===== config.mk =====
export PLATFORM = sky130hd
export DESIGN_NAME = alm_dot_accumulator
export DESIGN_NICKNAME = d
export VERILOG_FILES = /design/src/rtl/alm_pkg.sv /design/src/rtl/alm_sat_adder.sv /design/src/rtl/alm_dot_accumulator.sv
export SDC_FILE = /design/constraint.sdc
export NUM_CORES = 1
export LEC_CHECK = 0
export ABC_AREA = 1
export CORE_ASPECT_RATIO = 2
export CORE_MARGIN = 2
export CORE_UTILIZATION = 40
export CTS_BUF_LIST = sky130_fd_sc_hd__clkbuf_8
export DETAILED_ROUTE_END_ITERATION = 6
export PLACE_DENSITY = 0.63
export SYNTH_ARGS = -nofsm -noshare
export SYNTH_HDL_FRONTEND = slang
export SYNTH_SLANG_ARGS = --single-unit

===== constraint.sdc =====
create_clock -name i_clk -period 2.36 [get_ports i_clk]
set_input_delay 0.354 -clock i_clk [delete_from_list [all_inputs] [get_ports i_clk]]
set_output_delay 0.354 -clock i_clk [all_outputs]
set_load 0.01 [all_outputs]

===== src/rtl/alm_pkg.sv =====
// Shared definitions for the approximate-MAC accumulation path.
//   alm_acc_state_e : accumulator FSM states (IDLE, ACCUM, DONE)
//   alm_len_w()     : width of a burst length/count field for a given LEN_MAX
//   ACC_MAX/ACC_MIN : signed saturation limits of a w-bit accumulator, returned
//                     sign-extended to ALM_CONST_W bits; callers size-cast them.
package alm_pkg;

  typedef enum logic [1:0] {
    IDLE  = 2'd0,
    ACCUM = 2'd1,
    DONE  = 2'd2
  } alm_acc_state_e;

  localparam int unsigned ALM_CONST_W = 128;

  function automatic int unsigned alm_len_w(input int unsigned len_max);
    return $clog2(len_max + 1);
  endfunction

  // +2^(w-1)-1
  function automatic logic [ALM_CONST_W-1:0] ACC_MAX(input int unsigned w);
    logic [ALM_CONST_W-1:0] r;
    r = '0;
    for (int unsigned i = 0; i < w - 1; i++) r[i] = 1'b1;
    return r;
  endfunction

  // -2^(w-1), sign-extended
  function automatic logic [ALM_CONST_W-1:0] ACC_MIN(input int unsigned w);
    logic [ALM_CONST_W-1:0] r;
    r = '1;
    for (int unsigned i = 0; i < w - 1; i++) r[i] = 1'b0;
    return r;
  endfunction

endpackage


===== src/rtl/alm_sat_adder.sv =====
// Combinational saturating signed adder.
//   a, b : ACC_WIDTH-bit two's complement operands
//   sum  : a + b clamped to [ACC_MIN, ACC_MAX]
//   ovf  : high when the clamp was applied
module alm_sat_adder
  import alm_pkg::*;
#(
  parameter int unsigned ACC_WIDTH = 40
) (
  input  logic [ACC_WIDTH-1:0] a,
  input  logic [ACC_WIDTH-1:0] b,
  output logic [ACC_WIDTH-1:0] sum,
  output logic                 ovf
);

  localparam logic [ACC_WIDTH-1:0] SAT_MAX = ACC_WIDTH'(ACC_MAX(ACC_WIDTH));
  localparam logic [ACC_WIDTH-1:0] SAT_MIN = ACC_WIDTH'(ACC_MIN(ACC_WIDTH));

  logic [ACC_WIDTH:0] wide;

  always_comb begin
    wide = {a[ACC_WIDTH-1], a} + {b[ACC_WIDTH-1], b};
    // The top two bits of the one-bit-wider sum disagree exactly on overflow;
    // the very top bit carries the true sign and picks the clamp direction.
    ovf  = wide[ACC_WIDTH] ^ wide[ACC_WIDTH-1];
    if (ovf) sum = wide[ACC_WIDTH] ? SAT_MIN : SAT_MAX;
    else     sum = wide[ACC_WIDTH-1:0];
  end

endmodule


===== src/rtl/alm_dot_accumulator.sv =====
// Saturating dot-product accumulator for the approximate multiplier stream.
//   i_clk, i_rst_n        : clock, asynchronous active-low reset
//   i_start, i_len        : start a burst of i_len products (clamped to LEN_MAX)
//   i_prod_valid/o_prod_ready/i_prod : signed 2*WIDTH-bit product input
//   o_res_valid/i_res_ready/o_res/o_sat : ACC_WIDTH-bit result and sticky
//                                         saturation flag
//   o_busy  : high in ACCUM and DONE
//   o_count : products accepted in the current burst
module alm_dot_accumulator
  import alm_pkg::*;
#(
  parameter  int unsigned WIDTH     = 16,
  parameter  int unsigned ACC_WIDTH = 40,
  parameter  int unsigned LEN_MAX   = 256,
  localparam int unsigned LEN_W     = alm_len_w(LEN_MAX)
) (
  input  logic                 i_clk,
  input  logic                 i_rst_n,
  input  logic                 i_start,
  input  logic [LEN_W-1:0]     i_len,
  input  logic                 i_prod_valid,
  output logic                 o_prod_ready,
  input  logic [2*WIDTH-1:0]   i_prod,
  output logic                 o_res_valid,
  input  logic                 i_res_ready,
  output logic [ACC_WIDTH-1:0] o_res,
  output logic                 o_sat,
  output logic                 o_busy,
  output logic [LEN_W-1:0]     o_count
);

  localparam logic [LEN_W-1:0] LEN_MAX_V = LEN_W'(LEN_MAX);

  alm_acc_state_e       state;
  logic [LEN_W-1:0]     len_q;
  logic [LEN_W-1:0]     count_q;
  logic [ACC_WIDTH-1:0] acc_q;
  logic                 sat_q;
  logic                 prod_ready_q;
  logic                 res_valid_q;
  logic                 busy_q;

  logic [ACC_WIDTH-1:0] prod_ext;
  logic [ACC_WIDTH-1:0] add_sum;
  logic                 add_ovf;
  logic [LEN_W-1:0]     len_clamped;
  logic                 prod_hs;

  always_comb begin
    prod_ext    = {{(ACC_WIDTH-2*WIDTH){i_prod[2*WIDTH-1]}}, i_prod};
    len_clamped = (i_len > LEN_MAX_V) ? LEN_MAX_V : i_len;
    prod_hs     = i_prod_valid & prod_ready_q;
  end

  alm_sat_adder #(
    .ACC_WIDTH(ACC_WIDTH)
  ) u_sat_adder (
    .a  (acc_q),
    .b  (prod_ext),
    .sum(add_sum),
    .ovf(add_ovf)
  );

  // Handshake flags are registered alongside the state so that ready/valid
  // never depend combinationally on the opposite side of either port.
  always_ff @(posedge i_clk or negedge i_rst_n) begin
    if (!i_rst_n) begin
      state        <= IDLE;
      len_q        <= '0;
      count_q      <= '0;
      acc_q        <= '0;
      sat_q        <= 1'b0;
      prod_ready_q <= 1'b0;
      res_valid_q  <= 1'b0;
      busy_q       <= 1'b0;
    end else begin
      case (state)
        IDLE: begin
          if (i_start) begin
            len_q   <= len_clamped;
            acc_q   <= '0;
            count_q <= '0;
            sat_q   <= 1'b0;
            busy_q  <= 1'b1;
            if (len_clamped != '0) begin
              state        <= ACCUM;
              prod_ready_q <= 1'b1;
            end else begin
              state       <= DONE;
              res_valid_q <= 1'b1;
            end
          end
        end
        ACCUM: begin
          if (prod_hs) begin
            acc_q   <= add_sum;
            count_q <= count_q + LEN_W'(1);
            sat_q   <= sat_q | add_ovf;
            if (count_q == len_q - LEN_W'(1)) begin
              state        <= DONE;
              prod_ready_q <= 1'b0;
              res_valid_q  <= 1'b1;
            end
          end
        end
        DONE: begin
          if (i_res_ready) begin
            state       <= IDLE;
            res_valid_q <= 1'b0;
            busy_q      <= 1'b0;
          end
        end
        default: begin
          state        <= IDLE;
          prod_ready_q <= 1'b0;
          res_valid_q  <= 1'b0;
          busy_q       <= 1'b0;
        end
      endcase
    end
  end

  always_comb begin
    o_prod_ready = prod_ready_q;
    o_res_valid  = res_valid_q;
    o_res        = acc_q;
    o_sat        = sat_q;
    o_busy       = busy_q;
    o_count      = count_q;
  end

endmodule

# Word-level counts from Yosys, hierarchy flattened

Index checks and enable logic that the tools add are counted.

Register bits: 64
Output and inout bits: 53
Word-level logic and storage cells: 66

Add/sub/neg operators: 3
Magnitude comparators: 1
Equality and inequality tests: 9
Multiplexer cells: 31
Bitwise operators: 5
Reduce and logical (&&, ||, !) cells: 9

Operator list:

| operator              | count |
|---|---|
| $mux W40              | 4 |
| $pmux W40 S2          | 1 |
| $add A40 B32 Y41      | 1 |
| $mux W9               | 3 |
| $pmux W9 S2           | 1 |
| $mux W1               | 12 |
| $ne A2 B2 Y1 const B  | 6 |
| $mux W2               | 5 |
| $reduce_and A5 Y1     | 2 |
| $add A9 B1 Y9 const B | 1 |
| $eq A9 B9 Y1          | 1 |
| $gt A9 B9 Y1 const B  | 1 |
| $pmux W1 S3           | 3 |
| $reduce_bool A9 Y1    | 1 |
| $sub A9 B1 Y9 const B | 1 |
| $pmux W2 S3           | 1 |
| $reduce_and A3 Y1     | 2 |
| $reduce_and A4 Y1     | 1 |
| $eq A2 B1 Y1 const B  | 1 |
| $eq A2 B2 Y1 const B  | 1 |
| $logic_not A2 Y1      | 1 |
| $not A1 Y1            | 2 |
| $pmux W1 S2           | 1 |
| $reduce_and A2 Y1     | 1 |
| 4 further kinds       | 4 |

# Logic depth before layout (Yosys ltp)

Gate-level depths: netlist of run 1.

Word-level depth: 6
Depth in mapped cells: 19
Mapped depth without buffers: 17

# Modules after synthesis

A second synthesis of run 1 with hierarchy kept.

Cells, all modules: 942
Area total of the unflattened synthesis: 6189.7 um^2

By module, submodules not included:

| module              | times used | cells an instance | area an instance (um^2) | seq. area each (um^2) |
|---|---|---|---|---|
| alm_sat_adder       | 1          | 617               | 3286.9                  | 0.0 |
| alm_dot_accumulator | 1          | 325               | 2902.8                  | 1601.5 |

# Least setup slack after synthesis of run 1

OpenSTA, ideal clock, no wires.

Kind: reg-to-reg
Start: register acc_q[0], in the netlist o_res[0]
End: register acc_q[3], in the netlist o_res[3]
Data arrival time: 2.327 ns
Setup slack: -0.086 ns
Cell stages (with the launch flop): 19
Path through: dfrtp_1 -> ha_1 -> fa_1 -> nand2_1 -> nand3_1 -> nand3_1 -> nand2_2 -> nand2_1 -> nand3_2 -> nand2_2 -> nand2_1 -> nand2_1 -> nand2_2 -> nand2_2 -> nand2_2 -> buf_6 -> buf_8 -> o21ai_2 -> nand2_1

Word-level cells in the longest chain between the ends: 5
Elaborated cells on any way between the ends: 6

RTL lines:

| what                                      | RTL line                                 | text |
|---|---|---|
| start: declaration                        | alm_dot_accumulator.sv:37                | `logic [ACC_WIDTH-1:0] acc_q;` |
| start signal: assignment                  | alm_dot_accumulator.sv:96                | `acc_q <= add_sum;` |
| $add A40 B32 Y41 *                        | alm_sat_adder.sv:22                      | `wide = {a[ACC_WIDTH-1], a} + {b[ACC_WIDTH-1], b};` |
| $mux W40 or $xor A1 B1 Y1 (tied branches) | alm_sat_adder.sv:26, alm_sat_adder.sv:25 |  |
| $mux W40 *                                | alm_sat_adder.sv:26                      | `if (ovf) sum = wide[ACC_WIDTH] ? SAT_MIN : SAT_MAX;` |
| $mux W40 *                                | alm_dot_accumulator.sv:95                | `if (prod_hs) begin` |
| $pmux W40 S2 *                            | alm_dot_accumulator.sv:77                | `case (state)` |

Mark *: on every way between the ends. The rest lies on a longest branch, timed or not. The select of a mux whose other input is x is not followed.
A chain may end at the register's enable or synchronous reset.

# Final worst setup path of run 1

Start: register acc_q[0], in the netlist o_res[0]
End: register acc_q[33], in the netlist o_res[33]

Same word-level chain as after synthesis.

==> flow_summary.yaml, run 1 <==
synthesis:
  synthCells: 886
  syn-num-nets: 975
  ys.flop_type: "dfrtp_1"
  ys_warn_count: 0
  yosys.area.top_type: "dfrtp_1"
  yosys.cell_types.count: 38
  synth_area_sq_um: 5820
  syn_avg_cell_area_sq_um: 6.57
  yosysTopAreaCellShare: 0.275
  ys_async_sr_fraction: 1.00
  synth_seq_area_share: 0.275
  synth_edf_count: 0
  ys_ff_latch: 64
  synth_area_leaders: "dfrtp_1 28%, nand2_1 19%, ha_1 9.0%"
worst_setup_path:
  cp.arrival_ns: 2.73
  r2r_end: "o_res[33]$_DFFE_PN0P_"
  critPathCaptureType: "register"
  worstPathRequired_ns: 2.63
  reg2reg_slack_ns: -0.1
  path_class: "register to register"
  reg2reg_from: "o_res[0]$_DFFE_PN0P_"
  start_kind: "register"
  path_max_fanout: 5
  r2r_cells: 18
placed_design:
  placed_cells: 1371
  dp_hpwl_microns: 18400
  io_buffers: 98
  place_area_sq_um: 8560
  gp_congestion: 0.976
timing:
  setup_viol: 39
  max_clock_freq_mhz: 407
  whs_ns: -0.00228
  fin_ws_ns: -0.0997
  fin_crit_ns: 2.46
  rsz0062_at_grt: "true"
  hold_violations: 4
  fin_worst_skew_ns: 0.00534
  finalCritPeriodShare: 1.04
  worstMarginPinSlew_ns: 0.661
  maxSlewViolCount: 0
  slew_headroom: 0.559
drt:
  drtAntennaViolNets: 0
  post_drt_wl_per_cell_microns: 17.1
  first_pass_iters: 5
  vias_per_cell: 5.17
  vias: 7245
  drtIter0Drc: 277
  drc_errors: 0
  drt-total-wl_microns: 24000
floorplanning:
  rows: 62
  die_y_microns: 175
  core_sq_um: 14300
  initial_core_util: 0.408
  dieWidth_microns: 89.3
  pin_count: 99
  dieArea_sq_um: 15600
layout:
  drive_gt1_frac: 0.331
  fin_nets: 1294
  multiInputGateArea_sq_um: 4520
  layout_common_cells: "272 x nand2_1, 206 x buf_4, 97 x inv_1, 95 x clkdlybuf4s50_1, 77 x nor2_1"
  nFillCells: 1294
  antenna_cells: 0
  post_layout_nonfiller_instances: 1402
  fin_area_sq_um: 9880
  utilization: 0.692
  seqCellArea_sq_um: 1600
  syn_to_final_growth_pct: 69.9
  layout_commonest_cell: "nand2_1"
grt:
  track_usage: 0.313
  globalRouteOverflowTotal: 0
  grt_pass1_vias: 7529
  grt_start_max_net_pins: 41
  grt_pass1_wl_microns: 36400
  antenna_found_initial: 0
power:
  power_mw: 14.6
  leakagePower_nw: 4.95
  p_per_area_nw_per_um2: 1480
  ir_drop_v: 0.00103
clock_tree:
  postCtsHoldBufs: 0
  clock_latency_ns: 0.38
  clockBufferDepth: 2
  cts_tree: "yes"
  root_buffer: "clkbuf_8"
  cts_made_buffers: 9
  ctsHtreeMaxLevel: 3
  clkTransAtPathRegs_ns: 0.08
  cts_num_sinks: 64
run_status:
  status: "complete, but fails checks"
  violations: "hold timing, setup timing"
hold_path:
  hold_class: "input port to async pin"
job:
  cap_violations: 0
[cells by family after synthesis]
family	Yosys count	synth area share
flip-flops	64	0.275
AO/OA/AOI/OAI	134	0.133
AND/OR/NAND/NOR	492	0.356
adder cells (fa/ha/maj)	43	0.0938
buffers and inverters	114	0.0802
XOR/XNOR	39	0.0611
[power by group]
group / switching [mW] / leakage, nW / total (mW) / internal (mW)
Clock: 0.520 / 0.134 / 1.33 / 0.812
Sequential: 0.437 / 0.853 / 1.99 / 1.55
Combinational: 5.81 / 3.96 / 11.3 / 5.50
[Yosys cell counts (2+ instances only)]
cell type  instances
a31oi_1            2
nand2_2           15
xor2_1            25
inv_1             98
ha_1              42
a21boi_0           3
nand4_1           11
nor3_1            19
xnor2_1           13
nand3_1           39
a21o_1             4
o22ai_1            5
dfrtp_1           64
o21a_1             3
nand3_2            2
clkbuf_1           5
buf_2              4
nor2_1            82
nor4_1             2
inv_2              2
nor2_2             8
buf_4              2
nand3b_1          11
nand2_1          299
or2_2              2
buf_6              2
a21oi_2            3
o21ai_2           10
o21ai_0           45
a21oi_1           51
o21bai_1           6
[metrics by stage]
step | hold slack, ns | setup slack [ns] | setup TNS, ns
floorplan | 0.0584 | 0.00441 | 0
global placement | 0.424 | -0.672 | -25.79
detailed placement | 0.430 | -0.680 | -25.61
CTS | 0.0132 | -0.0871 | -1.79
global route | 0.0310 | -0.232 | -7.97
finish | -0.00228 | -0.0997 | -2.51
[area by class of cell]
cell class              count  area share
well taps                 192      0.0243
clock buffers               9      0.0125
repair buffers            322       0.291
clock inverters             7      0.0144
inverters                 100      0.0380
multi-input cells         708       0.458
flip-flops and latches     64       0.162
[worst max-delay path, stage by stage, from the launching register on]
cell,delay (ns)
dfrtp_1,0.39
ha_2,0.20
fa_2,0.38
nand2_2,0.08
nand3_2,0.08
nand3_2,0.08
nand2_2,0.08
nand2_2,0.07
nand3_2,0.08
nand2_2,0.09
nand2_2,0.06
nand2_2,0.08
nand2_4,0.07
nand2_4,0.11
buf_6,0.13
buf_8,0.14
nand3_2,0.10
nand2_2,0.08
nand2_1,0.04
[worst max path at each step]
stage               slack [ns]  cells past startpoint               endpoint                 start
floorplan                0.004                     18   o_res[3]$_DFFE_PN0P_  o_res[0]$_DFFE_PN0P_
global placement         -0.67                     15   o_res[8]$_DFFE_PN0P_            i_prod[31]
detailed placement       -0.68                     14  o_res[19]$_DFFE_PN0P_            i_prod[31]
CTS                      -0.09                     17  o_res[19]$_DFFE_PN0P_  o_res[0]$_DFFE_PN0P_
global route             -0.23                     17  o_res[23]$_DFFE_PN0P_             i_prod[1]
finish                    -0.1                     18  o_res[33]$_DFFE_PN0P_  o_res[0]$_DFFE_PN0P_
[repair_timing]
action,in CTS,in global routing
endpoints found under the setup margin,40,40
gates resized for setup,103,84
pin swaps,8,32
cloned,6,1
setup buffers,5,3
[routing by layer]
| metal | vias up | track usage | wire length, microns |
|---|---|---|---|
| met2 | 222 | 0.606 | 13500 |
| li1 | 3509 | - | - |
| met4 | 0 | 0.257 | 2480 |
| met3 | 127 | 0.0394 | 687 |
| met5 | - | 0 | 0 |
| met1 | 3387 | 0.254 | 7350 |
[state kept, by name, indices dropped and copies added (netlist names)]
register	count
o_res_valid	1
o_res	40
o_busy	1
o_count	9
len_q	9
o_prod_ready	1
state	2
o_sat	1
Power figures use the tool's default switching activity.
==> run 2: changes to the inputs <==
--- a/config.mk
+++ b/config.mk
@@ -15,3 +15,4 @@
 export SYNTH_ARGS = -nofsm -noshare
 export SYNTH_HDL_FRONTEND = slang
 export SYNTH_SLANG_ARGS = --single-unit
+export TNS_END_PERCENT = 30
==> run 2 against run 1 <==
  * The flow finishes with violations (setup timing)
  * Sequential share of layout area increased by 0.27 points
  * Fmax decreased by 0.46%
  * Cell count increased by 0.21%
  * Critical path depth decreased by 2
  * Non-clock buffer count up 3
  * Register-to-register slack hardly changed
  * Critical path type is now input port to register
  * Largest cell class unchanged
==> flow_summary.yaml, run 2 (synthesis results as in run 1) <==
layout:
  layout_commonest_cell: "nand2_1"
  fin_nets: 1297
  utilization: 0.681
  layout_common_cells: "279 x nand2_1, 211 x buf_4, 98 x inv_1, 96 x clkdlybuf4s50_1, 77 x nor2_1"
  syn_to_final_growth_pct: 67.1
  largest_register_ffs: 40
  antenna_cells: 0
  fin_area_sq_um: 9720
  drive_gt1_frac: 0.317
  nFillCells: 1320
worst_setup_path:
  path_max_fanout: 7
  critPathCaptureType: "register"
  start_kind: "input port"
  worstPathRequired_ns: 2.67
  path_class: "input port to register"
  cp.arrival_ns: 2.78
drt:
  vias_per_cell: 5.17
  wl_met1_microns: 7400
  vias: 7270
  drt-total-wl_microns: 24100
  drtIter0Drc: 318
  wl_met2_microns: 13800
  drtAntennaViolNets: 0
  drc_errors: 0
  first_pass_iters: 5
  post_drt_wl_per_cell_microns: 17.1
  met3_length_microns: 613
  routed.top_layer: "met4"
clock_tree:
  cts_tree: "yes"
  clockBufferDepth: 2
  postCtsHoldBufs: 0
  root_buffer: "clkbuf_8"
  cts_num_sinks: 64
  cts_made_buffers: 9
  clock_latency_ns: 0.38
  ctsHtreeMaxLevel: 3
  clkTransAtPathRegs_ns: 0.08
grt:
  globalRouteOverflowTotal: 0
  grt_pass1_vias: 7508
  grt_pass1_wl_microns: 36200
  track_usage: 0.310
  antenna_found_initial: 0
  grt_start_max_net_pins: 41
timing:
  slew_headroom: 0.551
  finalCritPeriodShare: 1.05
  setup_viol: 39
  worstMarginPinSlew_ns: 0.673
  maxSlewViolCount: 0
  max_clock_freq_mhz: 405
  fin_worst_skew_ns: 0.00752
  hold_violations: 0
  fin_ws_ns: -0.111
  fin_crit_ns: 2.47
  rsz0062_at_grt: "true"
floorplanning:
  core_sq_um: 14300
  initial_core_util: 0.408
  dieArea_sq_um: 15600
  dieWidth_microns: 89.3
  pin_count: 99
  die_y_microns: 175
  rows: 62
placed_design:
  gp_congestion: 0.976
  io_buffers: 98
  place_area_sq_um: 8560
  dp_hpwl_microns: 18400
power:
  leakagePower_nw: 4.90
  p_per_area_nw_per_um2: 1460
  ir_drop_v: 0.000715
job:
  cap_violations: 0
hold_path:
  hold_class: "input port to async pin"
run_status:
  status: "complete, but fails checks"
  violations: "setup timing"
==> run 2: layout make-up <==
class                           instances  area (sq um)  share of cell area
Clock buffer                            9           124              0.0127
Clock inverter                          7           143              0.0147
Inverter                              100           375              0.0386
Multi-Input combinational cell        708          4370               0.449
Sequential cell                        64          1600               0.165
Tap cell                              192           240              0.0247
Timing Repair Buffer                  325          2870               0.295
==> run 2: final timing paths <==
path,startpoint,end,slack (ns),cells after the start
min,i_rst_n,o_res[31]$_DFFE_PN0P_,0.006,1
max in group asynchronous,i_rst_n,o_res[18]$_DFFE_PN0P_,1.69,2
min in group i_clk,o_res_valid$_DFFE_PN0P_,o_res_valid$_DFFE_PN0P_,0.49,2
min reg2reg,o_res_valid$_DFFE_PN0P_,o_res_valid$_DFFE_PN0P_,0.49,2
max,i_prod[27],o_res[3]$_DFFE_PN0P_,-0.11,16
max reg2reg,o_res[0]$_DFFE_PN0P_,o_res[3]$_DFFE_PN0P_,-0.10,17
==> run 2: power by group <==
| group | leakage (nW) | internal (mW) | switching (mW) | total, mW |
|---|---|---|---|---|
| sequential | 0.853 | 1.55 | 0.434 | 1.98 |
| combinational | 3.92 | 5.30 | 5.56 | 10.9 |
| clock | 0.134 | 0.812 | 0.511 | 1.32 |
==> run 2: repair_timing <==
item / in CTS / in global routing
pin swaps: 4 / 23
setup endpoints to repair: 40 / 40
setup buffers: 5 / 6
hold endpoints to repair: 0 / 0
cloned: 5 / 2
resized for setup: 87 / 61
==> run 2: stage by stage <==
step / hold WS [ns] / instances / worst slack [ns] / TNS, ns / power, mW
3_5_place_dp: 0.430 / 1371 / -0.680 / -25.61 / 10.9
6_report: 0.00643 / 1405 / -0.111 / -2.71 / 14.2
3_3_place_gp: 0.424 / 1371 / -0.672 / -25.79 / 10.8
4_1_cts: 0.0132 / 1397 / -0.0678 / -1.59 / 13.3
5_1_grt: 0.0322 / 1405 / -0.222 / -7.21 / 15.1
2_1_floorplan: 0.0584 / 886 / 0.00441 / 0 / 6.33
==> run 2: metal layers <==
metal  vias up  GRT usage
met3       113     0.0356
met2       205      0.605
met5         -          0
met1      3432      0.256
met4         0      0.244
li1       3520          -
==> run 2: worst max-delay path, stage by stage <==
cell and delay, ns:
clkdlybuf4s50_1 0.47, ha_4 0.30, buf_4 0.12, nand2_1 0.11, nor2_4 0.16, nand2_1 0.06, nand2_1 0.11, a21oi_2 0.09
buf_4 0.14, nand3_1 0.11, nand2_4 0.08, a21oi_4 0.21, buf_12 0.16, clkbuf_16 0.17, o21ai_2 0.05, nand2_1 0.07
==> run 3: changes to the inputs <==
--- a/config.mk
+++ b/config.mk
@@ -6,12 +6,14 @@
 export NUM_CORES = 1
 export LEC_CHECK = 0
 export ABC_AREA = 1
+export CELL_PAD_IN_SITES_DETAIL_PLACEMENT = 1
+export CELL_PAD_IN_SITES_GLOBAL_PLACEMENT = 2
 export CORE_ASPECT_RATIO = 2
 export CORE_MARGIN = 2
-export CORE_UTILIZATION = 40
+export CORE_UTILIZATION = 27
 export CTS_BUF_LIST = sky130_fd_sc_hd__clkbuf_8
 export DETAILED_ROUTE_END_ITERATION = 6
-export PLACE_DENSITY = 0.63
+export PLACE_DENSITY = 0.77
 export SYNTH_ARGS = -nofsm -noshare
 export SYNTH_HDL_FRONTEND = slang
 export SYNTH_SLANG_ARGS = --single-unit
==> run 3 against run 2 <==
  * The flow still finishes with violations (setup timing)
  * Clock-buffer cell count up 1
  * Non-clock buffer count rose by 12
  * First-iteration DRC count down 51%
  * Critical path type unchanged
  * Core utilization shrank 22 points
  * Worst setup slack better by 0.022 ns
  * Sequential power about the same
  * Routed wire length is 0.17% higher
==> flow_summary.yaml, run 3 (synthesis results as in run 1) <==
clock_tree:
  clock_latency_ns: 0.39
  cts_made_buffers: 9
  clockBufferDepth: 2
  clkTransAtPathRegs_ns: 0.08
  cts_num_sinks: 64
  root_buffer: "clkbuf_8"
  ctsHtreeMaxLevel: 3
  cts_tree: "yes"
placed_design:
  gp_congestion: 0.882
  io_buffers: 98
  place_area_sq_um: 8790
  dp_hpwl_microns: 18900
timing:
  whs_ns: 0.496
  slew_headroom: 0.595
  fin_crit_ns: 2.45
  max_clock_freq_mhz: 408
  finalCritPeriodShare: 1.04
  tns_ns: -1.62
  rsz0062_at_grt: "true"
  fin_ws_ns: -0.0893
  hold_violations: 0
  worstMarginPinSlew_ns: 0.607
  setup_viol: 34
  maxSlewViolCount: 0
  fin_worst_skew_ns: 0.00847
run_status:
  violations: "setup timing"
  status: "complete, but fails checks"
layout:
  utilization: 0.463
  layout_common_cells: "282 x nand2_1, 229 x buf_4, 98 x inv_1, 92 x clkdlybuf4s50_1, 70 x nor2_1"
  syn_to_final_growth_pct: 69.5
  largest_register_ffs: 40
  fin_area_sq_um: 9860
  layout_commonest_cell: "nand2_1"
  fin_nets: 1309
  antenna_cells: 0
  drive_gt1_frac: 0.325
drt:
  drtAntennaViolNets: 0
  post_drt_wl_per_cell_microns: 16.1
  vias: 6965
  vias_per_cell: 4.65
  first_pass_iters: 4
  drt-total-wl_microns: 24100
  drc_errors: 0
  drtIter0Drc: 155
grt:
  globalRouteOverflowTotal: 0
  grt_pass1_wl_microns: 37200
  grt_pass1_vias: 7486
  antenna_found_initial: 0
  grt_start_max_net_pins: 44
  track_usage: 0.209
job:
  cap_violations: 0
worst_setup_path:
  worstPathRequired_ns: 2.63
  critPathCaptureType: "register"
  cp.arrival_ns: 2.72
  path_max_fanout: 6
  start_kind: "input port"
  path_class: "input port to register"
floorplanning:
  dieWidth_microns: 108
  rows: 76
  pin_count: 99
  initial_core_util: 0.273
  core_sq_um: 21300
  dieArea_sq_um: 22800
  die_y_microns: 212
power:
  p_per_area_nw_per_um2: 1410
  power_mw: 13.9
  leakagePower_nw: 4.95
  ir_drop_v: 0.000543
hold_path:
  hold_class: "register to register"
[run 3: changes by cell type in the layout (fill, tap and decap cells not counted), sizes merged, moves of 2 or more]
cell / previous run / this run
buf: 226 / 237
dlymetal6s2s: 0 / 5
clkdlybuf4s50: 96 / 92
clkinvlp: 0 / 3
bufinv: 4 / 2
clkinv: 2 / 0
[run 3: worst paths after layout]
path | from | endpoint | slack [ns] | depth (start not counted)
hold / removal | o_res_valid$_DFFE_PN0P_ | o_res_valid$_DFFE_PN0P_ | 0.50 | 2
setup / recovery | i_prod[0] | o_res[3]$_DFFE_PN0P_ | -0.09 | 18
setup reg to reg | o_res[0]$_DFFE_PN0P_ | o_res[3]$_DFFE_PN0P_ | -0.06 | 17
hold reg to reg | o_res_valid$_DFFE_PN0P_ | o_res_valid$_DFFE_PN0P_ | 0.50 | 2
max in group asynchronous | i_rst_n | o_res[39]$_DFFE_PN0P_ | 1.19 | 3
min in group asynchronous | i_rst_n | o_res[15]$_DFFE_PN0P_ | 0.51 | 2
[run 3: power by group]
group	switching, mW	leakage (nW)	internal, mW	total [mW]
registers	0.425	0.853	1.55	1.97
logic	5.40	3.99	5.35	10.8
clock network	0.514	0.105	0.626	1.14
[run 3: cell type report]
type                    instances  area, sq um
clock buffers                  10          138
clock inverters                 6         91.3
fillers                      2751        11400
inverters                     100          375
multi-input cells             708         4440
flip-flops and latches         64         1600
well taps                     273          342
repair buffers                337         2870
[run 3: stage by stage]
| step | setup WS [ns] | std cells |
|---|---|---|
| after floorplan | 0.00441 | 886 |
| after global placement | -0.564 | 1469 |
| after detailed placement | -0.719 | 1469 |
| after CTS | -0.0875 | 1487 |
| after global routing | -0.240 | 1498 |
| final | -0.0893 | 1498 |
[run 3: repair_timing]
| action | in CTS | in global routing |
|---|---|---|
| resized for setup | 52 | 101 |
| endpoints found under the hold margin | 21 | 0 |
| hold buffers | 1 | 0 |
| setup buffers | 0 | 8 |
| pin swaps | 0 | 12 |
| gates cloned | 1 | 3 |
| endpoints found under the setup margin | 40 | 41 |
[run 3: worst max-delay path, stage by stage]
cell             delay, ns
clkdlybuf4s50_1       0.46
ha_4                  0.19
fa_2                  0.37
nand2_2               0.07
nand3_2               0.07
nand3_2               0.07
nand2_2               0.07
nand2_2               0.07
nand3_2               0.09
nand2_2               0.10
nand2_2               0.07
nand2_2               0.09
nand2_4               0.07
nand2_4               0.11
nand2_8               0.09
buf_6                 0.16
o21ai_2               0.13
nand2_1               0.08
[run 3: per-layer routing]
metal | global-route usage | vias up | share of wire
li1 | - | 3530 | -
met1 | 0.258 | 3289 | 0.43
met2 | 0.373 | 113 | 0.53
met3 | 0.0219 | 33 | 0.023
met4 | 0.0672 | 0 | 0.020
met5 | 0 | - | 0
